[config.mk]
export PLATFORM = sky130hd
export DESIGN_NAME = twiddle_trivial_r22
export DESIGN_NICKNAME = d
export VERILOG_FILES = /design/src/rtl/twiddle_trivial_r22.sv
export SDC_FILE = /design/constraint.sdc
export NUM_CORES = 1
export LEC_CHECK = 0
export BUFFER_PORTS_ARGS = -buffer_cell sky130_fd_sc_hd__buf_2
export CORE_ASPECT_RATIO = 0.9
export CORE_MARGIN = 2
export CORE_UTILIZATION = 24
export DETAILED_ROUTE_END_ITERATION = 8
export SYNTH_ARGS = -nofsm -noshare
export SYNTH_HDL_FRONTEND = slang
export SYNTH_SLANG_ARGS = --single-unit
[constraint.sdc]
create_clock -name CLK -period 1.6 [get_ports CLK]
set_input_delay 0.08 -clock CLK [delete_from_list [all_inputs] [get_ports CLK]]
set_output_delay 0.08 -clock CLK [all_outputs]
set_load 0.01 [all_outputs]
[src/rtl/twiddle_trivial_r22.sv]
// twiddle_trivial_r22
// Trivial-twiddle stage for radix-2^2 single-path delay-feedback FFT pipelines.
// A passes straight through. B is rotated by -j (INVERSE=0) or +j (INVERSE=1)
// for the second half of every frame of 2^LOG2P pairs. Output is registered,
// with one ce-qualified cycle of latency.
//
// Parameters:
//   WIDTH   two's-complement width of each real/imag component
//   LOG2P   log2 of pairs per frame (1..12)
//   INVERSE 0: rotate by -j, 1: rotate by +j
//
// Ports:
//   CLK, RST            clock, synchronous active-high reset
//   ce                  clock enable, all state holds when low
//   valid_i, sof_i      input pair valid, first pair of a frame
//   ar, ai, br, bi      signed input pair
//   valid_o             output pair valid
//   sof_o, last_o       output pair is frame index 0 / index 2^LOG2P-1
//   rot_o               B was rotated for this pair
//   ovf_o               a negation saturated on this pair (saturating build only)
//   xr, xi, yr, yi      signed output pair
//
// Build option: define TWIDDLE_TRIVIAL_R22_SAT_EN to saturate the negation of
// the most negative value and report it on ovf_o. Without it the negation
// wraps and ovf_o is tied low.

module twiddle_trivial_r22 #(
  parameter int WIDTH   = 8,
  parameter int LOG2P   = 1,
  parameter int INVERSE = 0
) (
  input  logic                    CLK,
  input  logic                    RST,
  input  logic                    ce,
  input  logic                    valid_i,
  input  logic                    sof_i,
  input  logic signed [WIDTH-1:0] ar,
  input  logic signed [WIDTH-1:0] ai,
  input  logic signed [WIDTH-1:0] br,
  input  logic signed [WIDTH-1:0] bi,
  output logic                    valid_o,
  output logic                    sof_o,
  output logic                    last_o,
  output logic                    rot_o,
  output logic                    ovf_o,
  output logic signed [WIDTH-1:0] xr,
  output logic signed [WIDTH-1:0] xi,
  output logic signed [WIDTH-1:0] yr,
  output logic signed [WIDTH-1:0] yi
);

`ifdef TWIDDLE_TRIVIAL_R22_SAT_EN
  localparam logic signed [WIDTH-1:0] C_MIN = {1'b1, {(WIDTH-1){1'b0}}};
  localparam logic signed [WIDTH-1:0] C_MAX = {1'b0, {(WIDTH-1){1'b1}}};
`endif

  function automatic logic signed [WIDTH-1:0] f_neg(input logic signed [WIDTH-1:0] v);
`ifdef TWIDDLE_TRIVIAL_R22_SAT_EN
    if (v == C_MIN) return C_MAX;
    return -v;
`else
    return -v;
`endif
  endfunction

  logic [LOG2P-1:0]        r_k;
  logic [LOG2P-1:0]        w_idx;
  logic                    w_start;
  logic                    w_rot;
  logic                    w_first;
  logic                    w_last;
  logic signed [WIDTH-1:0] w_neg_br;
  logic signed [WIDTH-1:0] w_neg_bi;
  logic signed [WIDTH-1:0] w_yr;
  logic signed [WIDTH-1:0] w_yi;

  logic                    r_valid;
  logic                    r_sof;
  logic                    r_last;
  logic                    r_rot;
  logic signed [WIDTH-1:0] r_xr;
  logic signed [WIDTH-1:0] r_xi;
  logic signed [WIDTH-1:0] r_yr;
  logic signed [WIDTH-1:0] r_yi;

  // sof_i forces index 0 regardless of where k is, including on a wrap.
  assign w_start = valid_i & sof_i;
  assign w_idx   = w_start ? '0 : r_k;

  // Markers are qualified by valid_i so an invalid cycle forces rot=0.
  assign w_rot   = valid_i & w_idx[LOG2P-1];
  assign w_first = valid_i & (w_idx == '0);
  assign w_last  = valid_i & (w_idx == '1);

  assign w_neg_br = f_neg(br);
  assign w_neg_bi = f_neg(bi);

  always_comb begin
    w_yr = br;
    w_yi = bi;
    if (w_rot) begin
      if (INVERSE == 0) begin
        w_yr = bi;
        w_yi = w_neg_br;
      end else begin
        w_yr = w_neg_bi;
        w_yi = br;
      end
    end
  end

  always_ff @(posedge CLK) begin
    if (RST) begin
      r_k     <= '0;
      r_valid <= 1'b0;
      r_sof   <= 1'b0;
      r_last  <= 1'b0;
      r_rot   <= 1'b0;
      r_xr    <= '0;
      r_xi    <= '0;
      r_yr    <= '0;
      r_yi    <= '0;
    end else if (ce) begin
      // Index 0 on sof_i makes k load 1, otherwise k steps and wraps.
      if (valid_i) r_k <= w_idx + LOG2P'(1);
      r_valid <= valid_i;
      r_sof   <= w_first;
      r_last  <= w_last;
      r_rot   <= w_rot;
      r_xr    <= ar;
      r_xi    <= ai;
      r_yr    <= w_yr;
      r_yi    <= w_yi;
    end
  end

`ifdef TWIDDLE_TRIVIAL_R22_SAT_EN
  logic w_ovf;
  logic r_ovf;

  // Only the component that gets negated can saturate.
  assign w_ovf = w_rot & ((INVERSE == 0) ? (br == C_MIN) : (bi == C_MIN));

  always_ff @(posedge CLK) begin
    if (RST)     r_ovf <= 1'b0;
    else if (ce) r_ovf <= w_ovf;
  end

  assign ovf_o = r_ovf;
`else
  assign ovf_o = 1'b0;
`endif

  assign valid_o = r_valid;
  assign sof_o   = r_sof;
  assign last_o  = r_last;
  assign rot_o   = r_rot;
  assign xr      = r_xr;
  assign xi      = r_xi;
  assign yr      = r_yr;
  assign yi      = r_yi;

endmodule

==> results.md <==
- Outcome: complete, no violations
- Sink of the worst hold path: xr[5]
- Via density: 4.36
- Final setup fails: 0
- Syn Inst Count: 183
- RSZ-0062 raised after global routing: false
- Chip Width: 89.3 um
- Critical path arrival: 1.42 ns
- Fillcell total: 688
- Largest net degree at the start of global routing: 37
- VDD IR max: 0.414 mV
- GRT overflow: 0
- Port Buf Inserts: 72
- Hold_sp: ar[5]
- Clock transition at the registers of the reported paths: 0.07 ns
- Die area: 0.00721 mm^2
- Mean post-synth cell area: 8.58 um^2
- Post-DP HPWL: 2.84 mm
- Fin cells: 341
- Number of vias in the routed layout: 1486
- Routed len/inst: 11.4 um
- Number of global-route vias before repair: 1250
- Detail Route Antenna Nets: 0
- Fraction of registers with async set or reset after synthesis: 0
- Setup TNS: 0 ns
- Worst reg-to-reg setup slack: 0.37 ns
- Worst reg2reg endpoint: yr[3]
- Max_cap viols: 0
- GRT Util Overall: 0.107
- Seq/Total Area, Yosys: 0.459
- DR iter-0 viols: 57
- Yosys warnings: 0
- Reg2reg start: r_k
- Max Clk Rate: 813 MHz
- Max Slew Vio Count: 0
- Startpoint types: flip-flop
- Post-CTS Hold Buffers: 0
- Final critical-path required period: 1.23 ns
- Top FF cell, synth: dfxtp_1
- H-tree depth: 2
- Clock latency on the worst-skew pair: 0.28 ns
- Cell area after synthesis: 0.00157 mm^2
- Area share of the largest cell type after synthesis: 0.459
- GPL Wtd Cong: 0.841
- EDFF count, synth: 0
- CTS Root Cell: clkbuf_8
- CTS sink cnt: 36
- Initial antenna violation count: 0
- Final worst slack: 0.370 ns
- Fin nets: 291
- Max FO, Critical Path: 14
- Clock Skew: 0.00419 ns
- Site row count: 27
- Initial core utilization: 0.253
- Area occupied by multi-input gates: 757 um^2
- Ant diodes: 0
- Worst hold stages: 3
- Start point of the critical path: r_k
- Max clock buf depth: 2
- First-pass GRT wire length: 5.93 mm
- CP endpoint kind: flip-flop
- Layout cell share with drive strength beyond 1: 0.358
- Critical path required time: 1.79 ns
- CTS tree: yes
- Resize count post-CTS: 0
- Min-delay worst type: in -> reg
- Io pins: 74
- Cell count after placement: 333
- DRC: 0
- Core area: 0.00622 mm^2
- Total CTS buffers: 5
- WS Path Type: reg -> reg
- Largest cells by area after synthesis: dfxtp_1 46%, mux2i_1 10%, nor2_1 8.4%
- Synth unique cells: 30
- TritonRoute pass-1 iters: 4
- Yosys reg bits: 36
- Mapped Nets: 221
- LEAKAGE: 1.05 nW
- Hold Vio Cnt, Final: 0
- Post-CTS Setup Inserts: 0
- FF-to-FF path depth: 5
- Pre-CTS setup slack: 0.318 ns
- Drt total wl: 3.89 mm
- Die height: 80.7 um
- Area grow syn2layout: 35.9%
- PwrDens: 1020 mW/mm^2
- Fin crit share: 0.769
- Synth area leader: dfxtp_1
- Reg area: 721 um^2
layout by cell type, fill, tap and decap left out, types with 2 or more instances in the layout:
master and n:
a21oi_1 5, buf_4 5, clkbuf_8 7, a31oi_1 3, nand2b_1 4, nor2_1 35
nand2_1 29, mux2i_1 16, nor3_1 2, nor3_2 2, xnor2_1 3, a311oi_1 14
inv_1 6, buf_2 72, dfxtp_1 36
metrics by stage:
step / util / hold slack (ns) / area (um^2) / power [W]
detailed placement: 0.323 / 0.325 / 2010 / 0.00132
global placement: 0.323 / 0.314 / 2010 / 0.00131
global route: 0.343 / 0.0244 / 2130 / 0.00228
CTS: 0.343 / 0.0169 / 2130 / 0.00221
floorplan: - / 0.227 / 1570 / 0.00118
finish: 0.343 / 0.0252 / 2130 / 0.00217
routing by layer:
layer,up-vias,wire (um),track usage
li1,761,-,-
met5,-,0,0
met4,0,46,0.0358
met1,679,1840,0.146
met3,5,291,0.0396
met2,41,1710,0.155
Yosys cell counts (2+ instances only):
master / count
nor3_1: 2
a21oi_1: 5
a31oi_1: 3
clkbuf_1: 5
mux2i_1: 16
nor2_1: 35
nand2b_1: 4
buf_4: 3
nor3_2: 2
dfxtp_1: 36
buf_2: 5
nand2_1: 29
xnor2_1: 3
inv_1: 6
a311oi_1: 14
critical path, stage by stage (launching register included):
cell and delay, ns:
dfxtp_1 0.37, nand2b_1 0.12, nor2_2 0.10, buf_4 0.20
nand2_1 0.07, a311oi_1 0.27
registers in the layout, indices dropped and copies added (netlist names):
signal and cells:
xr 8, xi 8, valid_o 1, sof_o 1, yi 8, rot_o 1, r_k 1, yr 8
power breakdown:
group	total (W)	leakage (nW)	switching [W]	internal [W]
Clock	0.000877	0.0645	0.000327	0.000550
Sequential	0.000981	0.298	0.0000271	0.000954
Combinational	0.000311	0.687	0.000170	0.000142
Total	0.00217	1.05	0.000524	0.00165
final cells by class:
| class | count | area share |
|---|---|---|
| Clock inverter | 1 | 0.0141 |
| Multi-Input combinational cell | 127 | 0.355 |
| Inverter | 6 | 0.0106 |
| Clock buffer | 7 | 0.0452 |
| Timing Repair Buffer | 77 | 0.187 |
| Tap cell | 87 | 0.0510 |
| Sequential cell | 36 | 0.338 |
worst max-delay path by stage:
| stage | cells past startpoint | endpoint | slack [ns] |
|---|---|---|---|
| finish | 5 | yr[3] | 0.37 |
| global route | 5 | yr[3] | 0.23 |
| CTS | 5 | yr[3] | 0.35 |
| detailed placement | 7 | yi[4] | 0.32 |
| global placement | 7 | yi[4] | 0.37 |
| floorplan | 5 | yi[2] | 0.48 |
logic make-up after synthesis:
logic type,Yosys count,synth area share
other,1,0.00239
AND/OR/NAND/NOR,81,0.232
flip-flops,36,0.459
buffers and inverters,20,0.0590
AO/OA/AOI/OAI,25,0.121
XOR/XNOR,3,0.0167
adder cells (fa/ha/maj),1,0.00797
multiplexers,16,0.102
No activity file was read; power rests on OpenSTA's default activity.
